<file path="config.mk">
export PLATFORM = sky130hd
export DESIGN_NAME = riscv_multicycle_control_flat
export DESIGN_NICKNAME = d
export VERILOG_FILES = /design/src/rtl/riscv_ctrl_pkg.sv /design/src/rtl/riscv_multicycle_control_if.sv /design/src/rtl/riscv_ctrl_wait_counter.sv /design/src/rtl/riscv_multicycle_control.sv /design/src/flat_wrapper.sv
export SDC_FILE = /design/constraint.sdc
export NUM_CORES = 1
export LEC_CHECK = 0
export BUFFER_PORTS_ARGS = -buffer_cell sky130_fd_sc_hd__buf_4
export CAP_MARGIN = 30
export CORE_MARGIN = 5
export CORE_UTILIZATION = 37
export CTS_CLUSTER_DIAMETER = 40
export DETAILED_ROUTE_END_ITERATION = 6
export MAX_ROUTING_LAYER = met4
export PLACE_DENSITY = 0.78
export SETUP_SLACK_MARGIN = 0.05
export SLEW_MARGIN = 10
export SYNTH_ARGS = -nofsm -noshare
export SYNTH_HDL_FRONTEND = slang
export SYNTH_SLANG_ARGS = --single-unit
</file>
<file path="constraint.sdc">
create_clock -name clk -period 1.2 [get_ports clk]
set_input_delay 0.06 -clock clk [delete_from_list [all_inputs] [get_ports clk]]
set_output_delay 0.06 -clock clk [all_outputs]
set_load 0.005 [all_outputs]
</file>
<file path="src/rtl/riscv_ctrl_pkg.sv">
// Shared definitions for the multicycle RV32I control FSM.
// Provides the state encoding, the RV32I major-opcode constants, the mux-select
// encodings for alu_src_a/alu_src_b/alu_op/result_src, and a helper that reports
// whether an opcode is implemented by this core.
package riscv_ctrl_pkg;

  typedef enum logic [3:0] {
    StInit     = 4'd0,
    StFetch    = 4'd1,
    StDecode   = 4'd2,
    StMemAdr   = 4'd3,
    StMemRead  = 4'd4,
    StMemWb    = 4'd5,
    StMemWrite = 4'd6,
    StExecR    = 4'd7,
    StExecI    = 4'd8,
    StAluWb    = 4'd9,
    StBranch   = 4'd10,
    StJal      = 4'd11,
    StTrap     = 4'd12
  } state_e;

  localparam logic [6:0] OpLoad   = 7'b0000011;
  localparam logic [6:0] OpStore  = 7'b0100011;
  localparam logic [6:0] OpRType  = 7'b0110011;
  localparam logic [6:0] OpIType  = 7'b0010011;
  localparam logic [6:0] OpBranch = 7'b1100011;
  localparam logic [6:0] OpJal    = 7'b1101111;

  localparam logic [2:0] F3Beq = 3'b000;
  localparam logic [2:0] F3Bne = 3'b001;

  localparam logic [1:0] SrcAPc    = 2'b00;
  localparam logic [1:0] SrcAOldPc = 2'b01;
  localparam logic [1:0] SrcARs1   = 2'b10;

  localparam logic [1:0] SrcBRs2   = 2'b00;
  localparam logic [1:0] SrcBImm   = 2'b01;
  localparam logic [1:0] SrcBFour  = 2'b10;

  localparam logic [1:0] AluAdd    = 2'b00;
  localparam logic [1:0] AluSub    = 2'b01;
  localparam logic [1:0] AluFunct  = 2'b10;

  localparam logic [1:0] ResAluOut    = 2'b00;
  localparam logic [1:0] ResMemData   = 2'b01;
  localparam logic [1:0] ResAluResult = 2'b10;

  function automatic logic is_known_opcode(input logic [6:0] op);
    return (op == OpLoad) || (op == OpStore) || (op == OpRType) ||
           (op == OpIType) || (op == OpBranch) || (op == OpJal);
  endfunction

endpackage

</file>
<file path="src/rtl/riscv_multicycle_control_if.sv">
// Control bus between the multicycle control FSM and the datapath.
// master: the control FSM (consumes opcode/funct3/zero, drives all enables/selects).
// slave : the datapath side (drives opcode/funct3/zero, consumes the controls).
// Signals: opcode[6:0], funct3[2:0], zero, pc_write, ior_d, mem_write, ir_write,
//          reg_write, alu_src_a[1:0], alu_src_b[1:0], alu_op[1:0], result_src[1:0],
//          state_o[STATE_WIDTH-1:0], illegal_instr.
interface riscv_multicycle_control_if #(
  parameter int unsigned STATE_WIDTH = 4
);
  logic [6:0]             opcode;
  logic [2:0]             funct3;
  logic                   zero;
  logic                   pc_write;
  logic                   ior_d;
  logic                   mem_write;
  logic                   ir_write;
  logic                   reg_write;
  logic [1:0]             alu_src_a;
  logic [1:0]             alu_src_b;
  logic [1:0]             alu_op;
  logic [1:0]             result_src;
  logic [STATE_WIDTH-1:0] state_o;
  logic                   illegal_instr;

  modport master (
    input  opcode, funct3, zero,
    output pc_write, ior_d, mem_write, ir_write, reg_write,
    output alu_src_a, alu_src_b, alu_op, result_src, state_o, illegal_instr
  );

  modport slave (
    output opcode, funct3, zero,
    input  pc_write, ior_d, mem_write, ir_write, reg_write,
    input  alu_src_a, alu_src_b, alu_op, result_src, state_o, illegal_instr
  );
endinterface

</file>
<file path="src/rtl/riscv_ctrl_wait_counter.sv">
// Memory wait-state counter for the multicycle control FSM.
// Counts up while i_enable is high, saturating at MAX_COUNT; i_clear has priority.
// Ports: clk, reset (async active-low), i_clear, i_enable, o_done (count == MAX_COUNT).
module riscv_ctrl_wait_counter #(
  parameter int unsigned MAX_COUNT = 0
) (
  input  logic clk,
  input  logic reset,
  input  logic i_clear,
  input  logic i_enable,
  output logic o_done
);
  localparam int unsigned CntWidth = (MAX_COUNT > 0) ? $clog2(MAX_COUNT + 1) : 1;
  localparam logic [CntWidth-1:0] CntMax = CntWidth'(MAX_COUNT);

  logic [CntWidth-1:0] r_cnt;

  always_ff @(posedge clk or negedge reset) begin
    if (!reset) begin
      r_cnt <= '0;
    end else if (i_clear) begin
      r_cnt <= '0;
    end else if (i_enable && !o_done) begin
      r_cnt <= r_cnt + CntWidth'(1);
    end
  end

  assign o_done = (r_cnt == CntMax);
endmodule

</file>
<file path="src/rtl/riscv_multicycle_control.sv">
// Main control FSM of the multicycle RV32I core.
// Sequences PC, IorD mux, unified memory, IR, regfile and ALU; all controls are
// Moore-decoded from the registered state (branch pc_write also looks at zero/funct3).
// Ports: clk, reset (async active-low), ctrl_bus (riscv_multicycle_control_if.master).
// Parameters: STATE_WIDTH (state_o width), MEM_WAIT_CYCLES (extra FETCH/MEMREAD cycles).
// Build option: define RISCV_CTRL_ILLEGAL_TRAP_EN to trap on unknown opcodes
// (sticky illegal_instr, left only by reset); otherwise they execute as NOPs.
module riscv_multicycle_control
  import riscv_ctrl_pkg::*;
#(
  parameter int unsigned STATE_WIDTH     = 4,
  parameter int unsigned MEM_WAIT_CYCLES = 0
) (
  input  logic                          clk,
  input  logic                          reset,
  riscv_multicycle_control_if.master    ctrl_bus
);

`ifdef RISCV_CTRL_ILLEGAL_TRAP_EN
  localparam state_e UnknownOpNext = StTrap;
`else
  localparam state_e UnknownOpNext = StFetch;
`endif

  state_e     r_state;
  state_e     w_next;
  logic       w_wait_done;
  logic       w_wait_en;
  logic       w_wait_clr;

  logic       w_pc_write;
  logic       w_ior_d;
  logic       w_mem_write;
  logic       w_ir_write;
  logic       w_reg_write;
  logic [1:0] w_alu_src_a;
  logic [1:0] w_alu_src_b;
  logic [1:0] w_alu_op;
  logic [1:0] w_result_src;

  always_ff @(posedge clk or negedge reset) begin
    if (!reset) begin
      r_state <= StInit;
    end else begin
      r_state <= w_next;
    end
  end

  assign w_wait_en  = (r_state == StFetch) || (r_state == StMemRead);
  assign w_wait_clr = (w_next != r_state);

  riscv_ctrl_wait_counter #(
    .MAX_COUNT (MEM_WAIT_CYCLES)
  ) u_wait_counter (
    .clk      (clk),
    .reset    (reset),
    .i_clear  (w_wait_clr),
    .i_enable (w_wait_en),
    .o_done   (w_wait_done)
  );

  always_comb begin
    w_next       = r_state;
    w_pc_write   = 1'b0;
    w_ior_d      = 1'b0;
    w_mem_write  = 1'b0;
    w_ir_write   = 1'b0;
    w_reg_write  = 1'b0;
    w_alu_src_a  = SrcAPc;
    w_alu_src_b  = SrcBRs2;
    w_alu_op     = AluAdd;
    w_result_src = ResAluOut;

    unique case (r_state)
      StInit: w_next = StFetch;
      StFetch: begin
        w_alu_src_b  = SrcBFour;
        w_result_src = ResAluResult;
        // IR and PC load only once the memory data is valid.
        if (w_wait_done) begin
          w_ir_write = 1'b1;
          w_pc_write = 1'b1;
          w_next     = StDecode;
        end
      end
      StDecode: begin
        // Precompute the branch target into ALUOut.
        w_alu_src_a = SrcAOldPc;
        w_alu_src_b = SrcBImm;
        if (ctrl_bus.opcode == OpLoad || ctrl_bus.opcode == OpStore) begin
          w_next = StMemAdr;
        end else if (ctrl_bus.opcode == OpRType) begin
          w_next = StExecR;
        end else if (ctrl_bus.opcode == OpIType) begin
          w_next = StExecI;
        end else if (ctrl_bus.opcode == OpBranch) begin
          w_next = StBranch;
        end else if (ctrl_bus.opcode == OpJal) begin
          w_next = StJal;
        end else begin
          w_next = UnknownOpNext;
        end
      end
      StMemAdr: begin
        w_alu_src_a = SrcARs1;
        w_alu_src_b = SrcBImm;
        w_next      = (ctrl_bus.opcode == OpLoad) ? StMemRead : StMemWrite;
      end
      StMemRead: begin
        w_ior_d = 1'b1;
        if (w_wait_done) begin
          w_next = StMemWb;
        end
      end
      StMemWb: begin
        w_result_src = ResMemData;
        w_reg_write  = 1'b1;
        w_next       = StFetch;
      end
      StMemWrite: begin
        w_ior_d     = 1'b1;
        w_mem_write = 1'b1;
        w_next      = StFetch;
      end
      StExecR: begin
        w_alu_src_a = SrcARs1;
        w_alu_op    = AluFunct;
        w_next      = StAluWb;
      end
      StExecI: begin
        w_alu_src_a = SrcARs1;
        w_alu_src_b = SrcBImm;
        w_alu_op    = AluFunct;
        w_next      = StAluWb;
      end
      StAluWb: begin
        w_reg_write = 1'b1;
        w_next      = StFetch;
      end
      StBranch: begin
        w_alu_src_a = SrcARs1;
        w_alu_op    = AluSub;
        // Only beq/bne are decoded; other funct3 values fall through as not taken.
        w_pc_write  = ((ctrl_bus.funct3 == F3Beq) &&  ctrl_bus.zero) ||
                      ((ctrl_bus.funct3 == F3Bne) && !ctrl_bus.zero);
        w_next      = StFetch;
      end
      StJal: begin
        w_alu_src_a = SrcAOldPc;
        w_alu_src_b = SrcBFour;
        w_pc_write  = 1'b1;
        w_next      = StAluWb;
      end
`ifdef RISCV_CTRL_ILLEGAL_TRAP_EN
      StTrap: w_next = StTrap;
`endif
      default: w_next = StInit;
    endcase
  end

`ifdef RISCV_CTRL_ILLEGAL_TRAP_EN
  logic r_illegal;

  // Set on entry so the flag rises together with the TRAP state.
  always_ff @(posedge clk or negedge reset) begin
    if (!reset) begin
      r_illegal <= 1'b0;
    end else if (w_next == StTrap) begin
      r_illegal <= 1'b1;
    end
  end

  assign ctrl_bus.illegal_instr = r_illegal;
`else
  assign ctrl_bus.illegal_instr = 1'b0;
`endif

  assign ctrl_bus.pc_write   = w_pc_write;
  assign ctrl_bus.ior_d      = w_ior_d;
  assign ctrl_bus.mem_write  = w_mem_write;
  assign ctrl_bus.ir_write   = w_ir_write;
  assign ctrl_bus.reg_write  = w_reg_write;
  assign ctrl_bus.alu_src_a  = w_alu_src_a;
  assign ctrl_bus.alu_src_b  = w_alu_src_b;
  assign ctrl_bus.alu_op     = w_alu_op;
  assign ctrl_bus.result_src = w_result_src;
  assign ctrl_bus.state_o    = STATE_WIDTH'(r_state);

endmodule

</file>
<file path="src/flat_wrapper.sv">
// flat-port wrapper written by rule: the top's interface ports become plain ports
module riscv_multicycle_control_flat import riscv_ctrl_pkg::*;
#(
  parameter int unsigned STATE_WIDTH     = 4,
  parameter int unsigned MEM_WAIT_CYCLES = 0
)
  (clk, reset, ctrl_bus_opcode, ctrl_bus_funct3, ctrl_bus_zero, ctrl_bus_pc_write, ctrl_bus_ior_d, ctrl_bus_mem_write, ctrl_bus_ir_write, ctrl_bus_reg_write, ctrl_bus_alu_src_a, ctrl_bus_alu_src_b, ctrl_bus_alu_op, ctrl_bus_result_src, ctrl_bus_state_o, ctrl_bus_illegal_instr);
  riscv_multicycle_control_if #(.STATE_WIDTH(STATE_WIDTH)) ctrl_bus_i ();
  input  logic clk;
  input  logic reset;
  input wire logic [$bits(ctrl_bus_i.opcode)-1:0] ctrl_bus_opcode;
  input wire logic [$bits(ctrl_bus_i.funct3)-1:0] ctrl_bus_funct3;
  input wire logic [$bits(ctrl_bus_i.zero)-1:0] ctrl_bus_zero;
  output wire logic [$bits(ctrl_bus_i.pc_write)-1:0] ctrl_bus_pc_write;
  output wire logic [$bits(ctrl_bus_i.ior_d)-1:0] ctrl_bus_ior_d;
  output wire logic [$bits(ctrl_bus_i.mem_write)-1:0] ctrl_bus_mem_write;
  output wire logic [$bits(ctrl_bus_i.ir_write)-1:0] ctrl_bus_ir_write;
  output wire logic [$bits(ctrl_bus_i.reg_write)-1:0] ctrl_bus_reg_write;
  output wire logic [$bits(ctrl_bus_i.alu_src_a)-1:0] ctrl_bus_alu_src_a;
  output wire logic [$bits(ctrl_bus_i.alu_src_b)-1:0] ctrl_bus_alu_src_b;
  output wire logic [$bits(ctrl_bus_i.alu_op)-1:0] ctrl_bus_alu_op;
  output wire logic [$bits(ctrl_bus_i.result_src)-1:0] ctrl_bus_result_src;
  output wire logic [$bits(ctrl_bus_i.state_o)-1:0] ctrl_bus_state_o;
  output wire logic [$bits(ctrl_bus_i.illegal_instr)-1:0] ctrl_bus_illegal_instr;
  assign ctrl_bus_i.opcode = ctrl_bus_opcode;
  assign ctrl_bus_i.funct3 = ctrl_bus_funct3;
  assign ctrl_bus_i.zero = ctrl_bus_zero;
  assign ctrl_bus_pc_write = ctrl_bus_i.pc_write;
  assign ctrl_bus_ior_d = ctrl_bus_i.ior_d;
  assign ctrl_bus_mem_write = ctrl_bus_i.mem_write;
  assign ctrl_bus_ir_write = ctrl_bus_i.ir_write;
  assign ctrl_bus_reg_write = ctrl_bus_i.reg_write;
  assign ctrl_bus_alu_src_a = ctrl_bus_i.alu_src_a;
  assign ctrl_bus_alu_src_b = ctrl_bus_i.alu_src_b;
  assign ctrl_bus_alu_op = ctrl_bus_i.alu_op;
  assign ctrl_bus_result_src = ctrl_bus_i.result_src;
  assign ctrl_bus_state_o = ctrl_bus_i.state_o;
  assign ctrl_bus_illegal_instr = ctrl_bus_i.illegal_instr;
  riscv_multicycle_control #(.STATE_WIDTH(STATE_WIDTH), .MEM_WAIT_CYCLES(MEM_WAIT_CYCLES)) u_core (.clk(clk), .reset(reset), .ctrl_bus(ctrl_bus_i));
endmodule
</file>
[Word-level counts from Yosys, hierarchy flattened]
Cells that the tools add are included.
Storage, ports and cells
  bits in registers: 5
  input bits: 13
Cells by class
  add/sub/neg operators: 1
  equality and inequality tests: 19
  muxes and demuxes: 21
  reduce and logical (&&, ||, !) cells: 19
Operator list (count)
  $mux 4: 7
  $pmux 4 s6: 1
  $eq 4x3->1 const B: 4
  $eq 4x4->1 const B: 4
  $pmux 2 s2: 4
  $eq 7x6->1 const B: 2
  $eq 7x7->1 const B: 2
  $reduce_or 2->1: 5
  $eq 4x2->1 const B: 2
  $eq 7x2->1 const B: 1
  $eq 7x5->1 const B: 1
  $mux 1: 7
  $reduce_or 3->1: 2
  $reduce_or 5->1: 1
  $eq 4x1->1 const B: 1
  $logic_not 4->1: 1
  $ne 4x4->1: 1
  $reduce_or 4->1: 1
  $eq 3x1->1 const B: 1
  $logic_and 1x1->1: 3
  $logic_not 3->1: 1
  $logic_or 1x1->1: 3
  $pmux 1 s3: 1
  $mux 2: 1
  other kinds (3): 3

[Longest topological paths before layout]
Gate-level depths: netlist of run 1.
  depth after elaboration: 9
  gate-level depth with buffers: 5
  depth with buffers taken out: 4

[Hierarchy]
Synthesis of run 1 repeated with hierarchy kept, for this count alone.
Second synthesis, totals
  cells, all modules: 94
  area, all modules: 663.1 sq um
Modules (own cells, without submodules)
  riscv_multicycle_control: instances 1, cells an instance 91, area each 621.8 sq um
  riscv_ctrl_wait_counter: instances 1, cells an instance 3, area each 41.3 sq um

[Worst setup path before layout of run 1]
Ideal clock, no wire load.
  kind: reg-to-reg
  from: register u_core.r_state[2] (netlist: u_core.ctrl_bus.state_o[2])
  to: register u_core.r_state[1] (netlist: u_core.ctrl_bus.state_o[1])
  arrival time: 1157 ps
  data required time: 1120 ps
  setup slack: -37 ps
  stages on the path, launching flop included: 5
  path buffers: 1
  period minus slack after synthesis: 1237 ps
  cell sequence: dfrtp_1 -> buf_6 -> or2_4 -> or3_4 -> o211ai_2
Between the ends
  word-level cells in the longest chain between the ends: 3
  elaborated cells between the ends (all ways): 15
  classes of those cells: eq/ne (11); mux (1); reduce/logical (3)
Ends and longest elaborated chain
  start, declared: line riscv_multicycle_control.sv:25  | state_e r_state;
  start signal, assigned: line riscv_multicycle_control.sv:43  | r_state <= StInit;
  start signal, assigned: line riscv_multicycle_control.sv:45  | r_state <= w_next;
  $eq 4x3->1, or another cell as far along: line riscv_multicycle_control.sv:74  | unique case (r_state)
  $reduce_or 5->1 (no source line) or $reduce_or 3->1 (tied branches)
  $pmux 4 s6 *: line riscv_multicycle_control.sv:74
  net u_core.w_next[1]: line riscv_multicycle_control.sv:26  | state_e w_next;
Mark *: on every way through the listed nets, which the timed path passes. The rest lies on a longest branch.
A chain may end at the register's enable or synchronous reset.

[Worst setup path in the final report of run 1]
  from: register u_core.r_state[3] (netlist: u_core.ctrl_bus.state_o[3])
  to: output port ctrl_bus_ir_write
Between the ends
  word-level cells in the longest chain between the ends: 2
Ends and longest elaborated chain
  $eq 4x1->1: line riscv_multicycle_control.sv:74
  $mux 1: line riscv_multicycle_control.sv:74
  end, declared: line flat_wrapper.sv:17  | output wire logic [$bits(ctrl_bus_i.ir_write)-1:0] ctrl_bus_ir_write;
No other way between the ends.

==> metrics.txt, run 1 <==
# TYPE chip_impl_metric gauge
chip_impl_metric{name="floorplan.die_area",unit="um2"} 2290
chip_impl_metric{name="antenna-diode-count",unit=""} 0
chip_impl_info{name="crit_type",value="reg2out"} 1
chip_impl_metric{name="die_w",unit="um"} 47.8
chip_impl_metric{name="yosysWarnings",unit=""} 0
chip_impl_info{name="clock_tree_from_tritoncts",value="yes"} 1
chip_impl_metric{name="synth.cell_area",unit="um2"} 529
chip_impl_metric{name="die_h",unit="um"} 47.8
chip_impl_metric{name="timing.max_cap.violations",unit=""} 0
chip_impl_info{name="rr_startpoint",value="u_core.ctrl_bus.state_o[3]"} 1
chip_impl_metric{name="finalNonFillerCells",unit=""} 146
chip_impl_metric{name="syn_area_per_cell",unit="um2"} 7.67
chip_impl_info{name="worst_setup_path_end_kind",value="output pin"} 1
chip_impl_metric{name="fin_nets",unit=""} 145
chip_impl_metric{name="irDropWorstVdd",unit="V"} 0.00166
chip_impl_metric{name="syn_inst",unit=""} 69
chip_impl_metric{name="clock_sink_count",unit=""} 5
chip_impl_metric{name="hpwl",unit="um"} 1440
chip_impl_metric{name="cellPowerDensity",unit="nW/um2"} 2390
chip_impl_info{name="hold_class",value="in2async"} 1
chip_impl_metric{name="grt_util_all_layers",unit="%"} 21.1
chip_impl_info{name="cts_root_buf",value="sky130_fd_sc_hd__clkbuf_4"} 1
chip_impl_metric{name="drt.antenna.violating_nets",unit=""} 0
chip_impl_metric{name="routedWlPerCell",unit="um"} 19.6
chip_impl_metric{name="numPortBuffers",unit=""} 29
chip_impl_metric{name="global_route_wire_length_before_repair",unit="um"} 3330
chip_impl_metric{name="route.detailed.vias_per_inst",unit=""} 5.64
chip_impl_metric{name="synth-seq-area-share",unit="%"} 23.6
chip_impl_metric{name="period_minus_slack",unit="ns"} 1.49
chip_impl_metric{name="synth_seq_cells",unit=""} 5
chip_impl_metric{name="tritoncts.num_buffers",unit=""} 3
chip_impl_metric{name="hold_viol",unit=""} 0
chip_impl_metric{name="timing.reg2reg.setup_slack",unit="ns"} -0.26
chip_impl_info{name="post_synth_main_area_contributors",value="sky130_fd_sc_hd__dfrtp_1 24%, sky130_fd_sc_hd__nand2b_1 8.3%, sky130_fd_sc_hd__nor2_1 7.8%"} 1
chip_impl_metric{name="number_of_core_rows",unit=""} 13
chip_impl_metric{name="number_of_distinct_library_cell_variants_in_the_gate_level_netlist_after_synthesis",unit=""} 36
chip_impl_metric{name="reported_leakage_power",unit="nW"} 0.574
chip_impl_metric{name="crit_fanout",unit=""} 3
chip_impl_metric{name="final_layout_size_suffix_gt1_share",unit="%"} 74.0
chip_impl_metric{name="initial_antenna_violation_count",unit=""} 0
chip_impl_metric{name="arrival",unit="ns"} 1.43
chip_impl_metric{name="cts.htree.levels",unit=""} 1
chip_impl_metric{name="setup_viol",unit=""} 17
chip_impl_metric{name="post_layout_total_power",unit="mW"} 2.88
chip_impl_metric{name="detail_route.drc_violations",unit=""} 0
chip_impl_metric{name="timing.final.ws_setup",unit="ns"} -0.290
chip_impl_metric{name="detailedRoute.firstIterationViolations",unit=""} 25
chip_impl_metric{name="placeableCoreArea",unit="um2"} 1330
chip_impl_metric{name="top_level_ports",unit=""} 31
chip_impl_info{name="netlist.top_cell.by_area",value="sky130_fd_sc_hd__dfrtp_1"} 1
chip_impl_metric{name="dp.cells",unit=""} 126
chip_impl_metric{name="global_route.overflow_total",unit=""} 0
chip_impl_metric{name="worstPathRequired",unit="ns"} 1.14
chip_impl_metric{name="detail_route.wirelength",unit="um"} 2860
chip_impl_metric{name="detailedRoute.firstPassIterationCount",unit=""} 4
chip_impl_metric{name="worst_skew_late_latency",unit="ns"} 0.23
chip_impl_metric{name="start_util",unit="%"} 39.7
chip_impl_metric{name="worst_r2r_path_depth",unit=""} 7
chip_impl_metric{name="grt_start_max_net_pins",unit=""} 8
chip_impl_metric{name="slew_viol_final",unit=""} 0
chip_impl_metric{name="clock_path_buffers",unit=""} 2
chip_impl_metric{name="globalplace.congestion",unit=""} 0.933
chip_impl_info{name="regToRegEndpoint",value="u_core.ctrl_bus.state_o[1]"} 1
chip_impl_metric{name="proportion_of_netlist_area_held_by_the_largest_area_contributor",unit="%"} 23.6
chip_impl_metric{name="first_global_vias",unit=""} 755
chip_impl_info{name="category_of_the_worst_setup_path_launch_point",value="flip-flop"} 1
chip_impl_metric{name="via_count",unit=""} 823
chip_impl_metric{name="post-route-period-util",unit="%"} 124
chip_impl_metric{name="flow.area_growth_from_synthesis",unit="%"} 127
chip_impl_info{name="failed_checks",value="setup timing"} 1
chip_impl_metric{name="path_clk_slew",unit="ns"} 0.04
chip_impl_metric{name="fin_skew",unit="ns"} 0.000359
chip_impl_metric{name="fillers",unit=""} 65
chip_impl_info{name="result_of_the_run",value="finished, violations left"} 1
chip_impl_metric{name="max_clock_freq",unit="MHz"} 671
chip_impl_info{name="setup_repair_after_global_routing_missed_its_margin",value="yes"} 1
[per-layer routing]
metal | global-route usage [%] | vias to the layer above | share of wire (%)
met1 | 23.7 | 397 | 35
met5 | - | - | 0
met4 | 5.91 | 0 | 3.0
met2 | 39.1 | 47 | 54
li1 | - | 369 | -
met3 | 1.88 | 10 | 7.3
[critical path: stages (launching register included)]
cell and delay [ns]:
sky130_fd_sc_hd__dfrtp_1 0.40, sky130_fd_sc_hd__or2_4 0.26, sky130_fd_sc_hd__or3_4 0.37, sky130_fd_sc_hd__inv_2 0.07, sky130_fd_sc_hd__buf_6 0.09
[Yosys cell counts]
cell                        number
sky130_fd_sc_hd__o211ai_2        1
sky130_fd_sc_hd__buf_6           1
sky130_fd_sc_hd__nor3_2          1
sky130_fd_sc_hd__xnor2_1         1
sky130_fd_sc_hd__o221ai_1        1
sky130_fd_sc_hd__nor3b_1         2
sky130_fd_sc_hd__buf_4           2
sky130_fd_sc_hd__a21oi_1         3
sky130_fd_sc_hd__and2_1          1
sky130_fd_sc_hd__xor2_1          2
sky130_fd_sc_hd__nand3b_1        1
sky130_fd_sc_hd__o31ai_1         1
sky130_fd_sc_hd__or2_1           1
sky130_fd_sc_hd__a21boi_1        1
sky130_fd_sc_hd__mux2i_1         1
sky130_fd_sc_hd__a21o_1          1
sky130_fd_sc_hd__nand2_1         3
sky130_fd_sc_hd__a32oi_1         1
sky130_fd_sc_hd__nor4_2          1
sky130_fd_sc_hd__o22ai_1         1
sky130_fd_sc_hd__or2_4           1
sky130_fd_sc_hd__nor3_1          2
sky130_fd_sc_hd__conb_1          1
sky130_fd_sc_hd__or3_4           1
sky130_fd_sc_hd__nor2_2          1
sky130_fd_sc_hd__nor2_1         11
sky130_fd_sc_hd__nand3_1         4
sky130_fd_sc_hd__buf_2           2
sky130_fd_sc_hd__nand2b_1        7
sky130_fd_sc_hd__inv_1           1
sky130_fd_sc_hd__nor4_1          1
sky130_fd_sc_hd__dfrtp_1         5
sky130_fd_sc_hd__a31o_2          1
sky130_fd_sc_hd__a2bb2oi_1       1
sky130_fd_sc_hd__o21ai_0         2
sky130_fd_sc_hd__nand4_1         1
[registers in the layout, summed over array words and instances (netlist names)]
name,cells
u_core.ctrl_bus.state_o,4
u_core.u_wait_counter.r_cnt,1
[layout by cell type, fill, tap and decap left out, types with 3 or more instances in the layout]
master and instances:
sky130_fd_sc_hd__nor2_1 7, sky130_fd_sc_hd__dfrtp_1 3, sky130_fd_sc_hd__buf_6 13, sky130_fd_sc_hd__buf_4 47
sky130_fd_sc_hd__clkbuf_4 3, sky130_fd_sc_hd__nand3_1 4, sky130_fd_sc_hd__nor2_4 4, sky130_fd_sc_hd__nand2b_1 3
sky130_fd_sc_hd__nand2b_4 4
[per-stage QoR]
stage                     cell area (um2)  util (%)  setup TNS, ns  setup WS, ns  hold slack, ns
final                                1200      90.2          -3.10        -0.290           0.169
after global routing                 1200      90.2          -3.93        -0.331           0.159
after CTS                            1080      81.1          -2.23        -0.243           0.141
after detailed placement              873      65.5         -0.101       -0.0373          -0.136
after global placement                873      65.5        -0.0512       -0.0277          -0.138
after floorplan                       533         -        -0.0559       -0.0371          -0.236
[cells by family (layout without fill, tap and decap cells)]
kind of cell,after synthesis,count (layout),share of synthesized area (%)
XOR/XNOR,3,3,4.97
AO/OA/AOI/OAI,14,14,19.2
flip-flops,5,5,23.6
buffers and inverters,6,67,7.56
other,1,2,0.709
multiplexers,1,1,1.89
AND/OR/NAND/NOR,39,39,42.1
[final cells by class]
type / count / area, um2 / area share, %
clock buffer: 4 / 26.3 / 2.18
sequential: 5 / 128 / 10.6
timing repair buffer: 62 / 529 / 44.0
tap: 15 / 18.8 / 1.56
multi-input combinational: 59 / 498 / 41.4
inverter: 1 / 3.75 / 0.312
[how the worst max path moves through the flow]
stage / start / end / slack, ns / cells after the start
after global placement: u_core.ctrl_bus.state_o[1] / u_core.ctrl_bus.state_o[0] / -0.03 / 5
after global routing: u_core.ctrl_bus.state_o[3] / ctrl_bus_ir_write / -0.33 / 4
after detailed placement: u_core.ctrl_bus.state_o[3] / ctrl_bus_ir_write / -0.04 / 4
after floorplan: u_core.ctrl_bus.state_o[2] / u_core.ctrl_bus.state_o[1] / -0.04 / 4
after CTS: u_core.ctrl_bus.state_o[2] / ctrl_bus_ir_write / -0.24 / 4
final: u_core.ctrl_bus.state_o[3] / ctrl_bus_ir_write / -0.29 / 4
[power breakdown]
part	switching (mW)	total, mW	internal (mW)
Clock	0.0594	0.185	0.125
Sequential	0.0998	0.331	0.231
Combinational	0.988	2.36	1.37
Total	1.15	2.88	1.73
[timing repair]
item / CTS / global route
setup buffers: 8 / 7
hold buffers: 1 / 0
resized for setup: 28 / 18
endpoints found under the hold margin: 5 / 0
endpoints found under the setup margin: 17 / 19
pin swaps: 7 / 6
No activity file was read; power rests on OpenSTA's default activity.
==> inputs of run 2 (changes only) <==
--- a/config.mk
+++ b/config.mk
@@ -8,13 +8,14 @@
 export BUFFER_PORTS_ARGS = -buffer_cell sky130_fd_sc_hd__buf_4
 export CAP_MARGIN = 30
 export CORE_MARGIN = 5
-export CORE_UTILIZATION = 37
+export CORE_UTILIZATION = 41
 export CTS_CLUSTER_DIAMETER = 40
 export DETAILED_ROUTE_END_ITERATION = 6
 export MAX_ROUTING_LAYER = met4
-export PLACE_DENSITY = 0.78
+export PLACE_DENSITY = 0.81
 export SETUP_SLACK_MARGIN = 0.05
 export SLEW_MARGIN = 10
 export SYNTH_ARGS = -nofsm -noshare
 export SYNTH_HDL_FRONTEND = slang
+export SYNTH_HIERARCHICAL = 1
 export SYNTH_SLANG_ARGS = --single-unit
==> metrics.txt, run 2 <==
# TYPE chip_impl_metric gauge
chip_impl_info{name="result_of_the_run",value="finished, violations left"} 1
chip_impl_info{name="failed_checks",value="setup timing"} 1
chip_impl_metric{name="number_of_core_rows",unit=""} 14
chip_impl_metric{name="timing.reg2reg.setup_slack",unit="ns"} -1.05
chip_impl_metric{name="global_route_wire_length_before_repair",unit="um"} 3910
chip_impl_metric{name="globalplace.congestion",unit=""} 0.824
chip_impl_metric{name="timing.final.ws_setup",unit="ns"} -1.05
chip_impl_metric{name="final_layout_size_suffix_gt1_share",unit="%"} 58.8
chip_impl_info{name="final_common_cell",value="sky130_fd_sc_hd__buf_4"} 1
chip_impl_info{name="cpMaxStageDelayCell",value="sky130_fd_sc_hd__or4b_4"} 1
chip_impl_metric{name="power.share.sequential",unit="%"} 8.1
chip_impl_metric{name="post_layout_total_power",unit="mW"} 3.46
chip_impl_metric{name="clock_path_buffers",unit=""} 2
chip_impl_metric{name="synth_seq_cells",unit=""} 5
chip_impl_info{name="dominant_register_cell_in_the_synthesized_netlist",value="sky130_fd_sc_hd__dfrtp_1"} 1
chip_impl_metric{name="antenna-diode-count",unit=""} 0
chip_impl_metric{name="arrival",unit="ns"} 2.43
chip_impl_metric{name="worst_skew_late_latency",unit="ns"} 0.26
chip_impl_metric{name="irDropWorstVdd",unit="V"} 0.00153
chip_impl_metric{name="top_level_ports",unit=""} 31
chip_impl_metric{name="routedWlPerCell",unit="um"} 19.0
chip_impl_info{name="clock_tree_from_tritoncts",value="yes"} 1
chip_impl_metric{name="cts.htree.levels",unit=""} 1
chip_impl_metric{name="grt_util_all_layers",unit="%"} 21.1
chip_impl_metric{name="crit_fanout",unit=""} 2
chip_impl_metric{name="detail_route.drc_violations",unit=""} 0
chip_impl_metric{name="initial_antenna_violation_count",unit=""} 0
chip_impl_info{name="hold_class",value="in2async"} 1
chip_impl_metric{name="synth-seq-area-share",unit="%"} 18.9
chip_impl_metric{name="fin_nets",unit=""} 162
chip_impl_metric{name="die_w",unit="um"} 50.2
chip_impl_metric{name="synth_simple_gate_area_share",unit="%"} 37.7
chip_impl_metric{name="worstPathRequired",unit="ns"} 1.38
chip_impl_info{name="mostFrequentLayoutCells",value="47 x sky130_fd_sc_hd__buf_4, 8 x sky130_fd_sc_hd__buf_6, 8 x sky130_fd_sc_hd__nand2_1"} 1
chip_impl_metric{name="max_clock_freq",unit="MHz"} 444
chip_impl_metric{name="synthAdderAreaFrac",unit="%"} 0
chip_impl_metric{name="numPortBuffers",unit=""} 29
chip_impl_metric{name="synth_enable_flop_cells",unit=""} 0
chip_impl_metric{name="power.share.combinational",unit="%"} 85.8
chip_impl_metric{name="via_count",unit=""} 1002
chip_impl_metric{name="path_clk_slew",unit="ns"} 0.05
chip_impl_metric{name="fin_skew",unit="ns"} 0.0146
chip_impl_metric{name="timing.max_cap.violations",unit=""} 0
chip_impl_metric{name="synth.cell_area",unit="um2"} 663
chip_impl_metric{name="flow.area_growth_from_synthesis",unit="%"} 100
chip_impl_info{name="cts_root_buf",value="sky130_fd_sc_hd__clkbuf_4"} 1
chip_impl_metric{name="post-route-period-util",unit="%"} 188
chip_impl_info{name="setup_repair_after_global_routing_missed_its_margin",value="yes"} 1
chip_impl_info{name="crit_chain",value="or4b_4 > or4_4 > o311ai_4 > mux2i_1 > nand3_1 > nor3b_2"} 1
chip_impl_metric{name="synth_compound_area_share",unit="%"} 24.0
chip_impl_metric{name="critical_path.max_stage_delay",unit="ns"} 0.56
chip_impl_metric{name="slew_viol_final",unit=""} 0
chip_impl_info{name="post_synth_main_area_contributors",value="sky130_fd_sc_hd__dfrtp_1 19%, sky130_fd_sc_hd__a21oi_1 6.8%, sky130_fd_sc_hd__nor2_1 6.8%"} 1
chip_impl_metric{name="syn_area_per_cell",unit="um2"} 7.05
chip_impl_metric{name="floorplan.die_area",unit="um2"} 2520
chip_impl_metric{name="syn_inst",unit=""} 94
chip_impl_metric{name="synthXorXnorAreaFrac",unit="%"} 6.60
chip_impl_metric{name="placeableCoreArea",unit="um2"} 1520
chip_impl_metric{name="detailedRoute.firstIterationViolations",unit=""} 71
chip_impl_metric{name="global_route.overflow_total",unit=""} 0
chip_impl_metric{name="cellPowerDensity",unit="nW/um2"} 2610
chip_impl_info{name="netlist.top_cell.by_area",value="sky130_fd_sc_hd__dfrtp_1"} 1
chip_impl_info{name="regToRegEndpoint",value="u_core/u_wait_counter/r_cnt"} 1
chip_impl_metric{name="detail_route.wirelength",unit="um"} 3110
chip_impl_metric{name="proportion_of_netlist_area_held_by_the_largest_area_contributor",unit="%"} 18.9
chip_impl_metric{name="period_minus_slack",unit="ns"} 2.25
chip_impl_metric{name="clock_sink_count",unit=""} 5
chip_impl_metric{name="synth_async_sr_flop_share",unit="%"} 100
chip_impl_metric{name="detailedRoute.firstPassIterationCount",unit=""} 4
chip_impl_info{name="crit_type",value="reg2reg"} 1
chip_impl_metric{name="drt.antenna.violating_nets",unit=""} 0
chip_impl_metric{name="p_switching",unit="mW"} 1.55
chip_impl_metric{name="number_of_flip_flops_in_the_largest_register",unit=""} 4
chip_impl_metric{name="reported_leakage_power",unit="nW"} 0.622
chip_impl_metric{name="synth.net_count",unit=""} 107
chip_impl_metric{name="route.detailed.vias_per_inst",unit=""} 6.11
chip_impl_info{name="endpoint",value="u_core/u_wait_counter/r_cnt"} 1
chip_impl_metric{name="die_h",unit="um"} 50.2
chip_impl_metric{name="power_frac_clock",unit="%"} 6.1
chip_impl_metric{name="hold_viol",unit=""} 0
chip_impl_info{name="rr_startpoint",value="u_core/ctrl_bus.state_o[3]"} 1
chip_impl_info{name="synth_top_family_by_area",value="simple AND/OR/NAND/NOR gates"} 1
chip_impl_info{name="timing.critical_path.from",value="u_core/ctrl_bus.state_o[3]"} 1
chip_impl_info{name="worst_setup_path_end_kind",value="flip-flop"} 1
chip_impl_metric{name="number_of_distinct_library_cell_variants_in_the_gate_level_netlist_after_synthesis",unit=""} 36
chip_impl_metric{name="grt_start_max_net_pins",unit=""} 22
chip_impl_metric{name="tritoncts.num_buffers",unit=""} 3
chip_impl_metric{name="start_util",unit="%"} 43.5
chip_impl_metric{name="setup_viol",unit=""} 19
chip_impl_metric{name="p_sw_share",unit="%"} 44.9
chip_impl_metric{name="placedInstanceArea",unit="um2"} 1010
chip_impl_metric{name="hpwl",unit="um"} 1530
chip_impl_info{name="category_of_the_worst_setup_path_launch_point",value="flip-flop"} 1
chip_impl_metric{name="internal_power_of_the_cells",unit="mW"} 1.91
chip_impl_metric{name="synth_mux_area_share",unit="%"} 3.02
chip_impl_metric{name="yosysWarnings",unit=""} 6
chip_impl_metric{name="first_global_vias",unit=""} 908
chip_impl_metric{name="finalInstanceArea",unit="um2"} 1330
chip_impl_info{name="yosysMostFrequentCell",value="sky130_fd_sc_hd__nor2_1"} 1
chip_impl_metric{name="worst_r2r_path_depth",unit=""} 6
chip_impl_info{name="synth_commonest_cells",value="12 x sky130_fd_sc_hd__nor2_1, 9 x sky130_fd_sc_hd__a21oi_1, 8 x sky130_fd_sc_hd__nand2_1"} 1
[run 2: changes by cell type after synthesis, sizes merged, moves of 2 or more]
cell	before	now
a21oi	3	9
o311ai	0	2
inv	1	4
nand2	3	8
clkbuf	0	5
nor2b	0	2
a31oi	0	3
o21ai	2	4
nor3b	2	4
nand3	4	2
o21bai	0	2
[run 2: repair_timing]
item	in CTS	in global routing
cloned	1	0
gates resized for setup	23	16
endpoints found under the hold margin	5	0
endpoints found under the setup margin	17	20
pin swaps	4	4
buffers inserted	7	4
hold buffers	1	0
[run 2: cell type report]
type	count	area (um2)
clock buffer	4	26.3
fill	68	195
inverter	4	15.0
multi-input combinational	76	622
sequential	5	125
tap	16	20.0
timing repair buffer	59	520
[run 2: how the worst min path moves through the flow]
stage	start	end	slack (ns)
after global placement	reset	u_core/ctrl_bus.state_o[2]	-0.14
after global routing	reset	u_core/ctrl_bus.state_o[3]	0.16
after floorplan	reset	u_core/ctrl_bus.state_o[0]	-0.24
after detailed placement	reset	u_core/ctrl_bus.state_o[0]	-0.14
final	reset	u_core/u_wait_counter/r_cnt	0.14
after CTS	reset	u_core/ctrl_bus.state_o[2]	0.15
[run 2: stage by stage]
stage	utilization (%)	hold slack, ns	cells	setup slack (ns)	setup TNS, ns
after floorplan	-	-0.236	94	-1.01	-2.48
after global placement	66.4	-0.140	147	-0.897	-2.60
after detailed placement	66.4	-0.138	147	-0.973	-3.06
after CTS	80.6	0.153	160	-0.950	-7.58
after global routing	87.2	0.156	164	-1.09	-11.06
final	87.2	0.145	164	-1.05	-10.10
[run 2: kinds of logic after synthesis]
kind of cell	Yosys count
compound gates	24
mux	2
other cells	1
flops	5
simple gates	44
buf+inv	13
xor+xnor	5
[run 2: worst max-delay path, delay by kind of cell (launching register included)]
family | cells | cell delay, ns
AND/OR/NAND/NOR | 4 | 1.43
flip-flops | 1 | 0.39
multiplexers | 1 | 0.25
AO/OA/AOI/OAI | 1 | 0.11
[run 2: routing by layer]
layer | global-route usage [%] | part of all wire, %
met1 | 18.7 | 34
met2 | 38.3 | 52
met3 | 3.25 | 8.9
met4 | 17.0 | 4.8
met5 | - | 0
[run 2: power groups by stage]
stage                     clock network [mW]  registers, mW  logic [mW]
after detailed placement                   0          0.272        1.88
final                                  0.211          0.280        2.97
after floorplan                            0          0.287        1.16
after CTS                              0.198          0.275        2.49
after global placement                     0          0.256        1.85
after global routing                   0.227          0.281        3.13
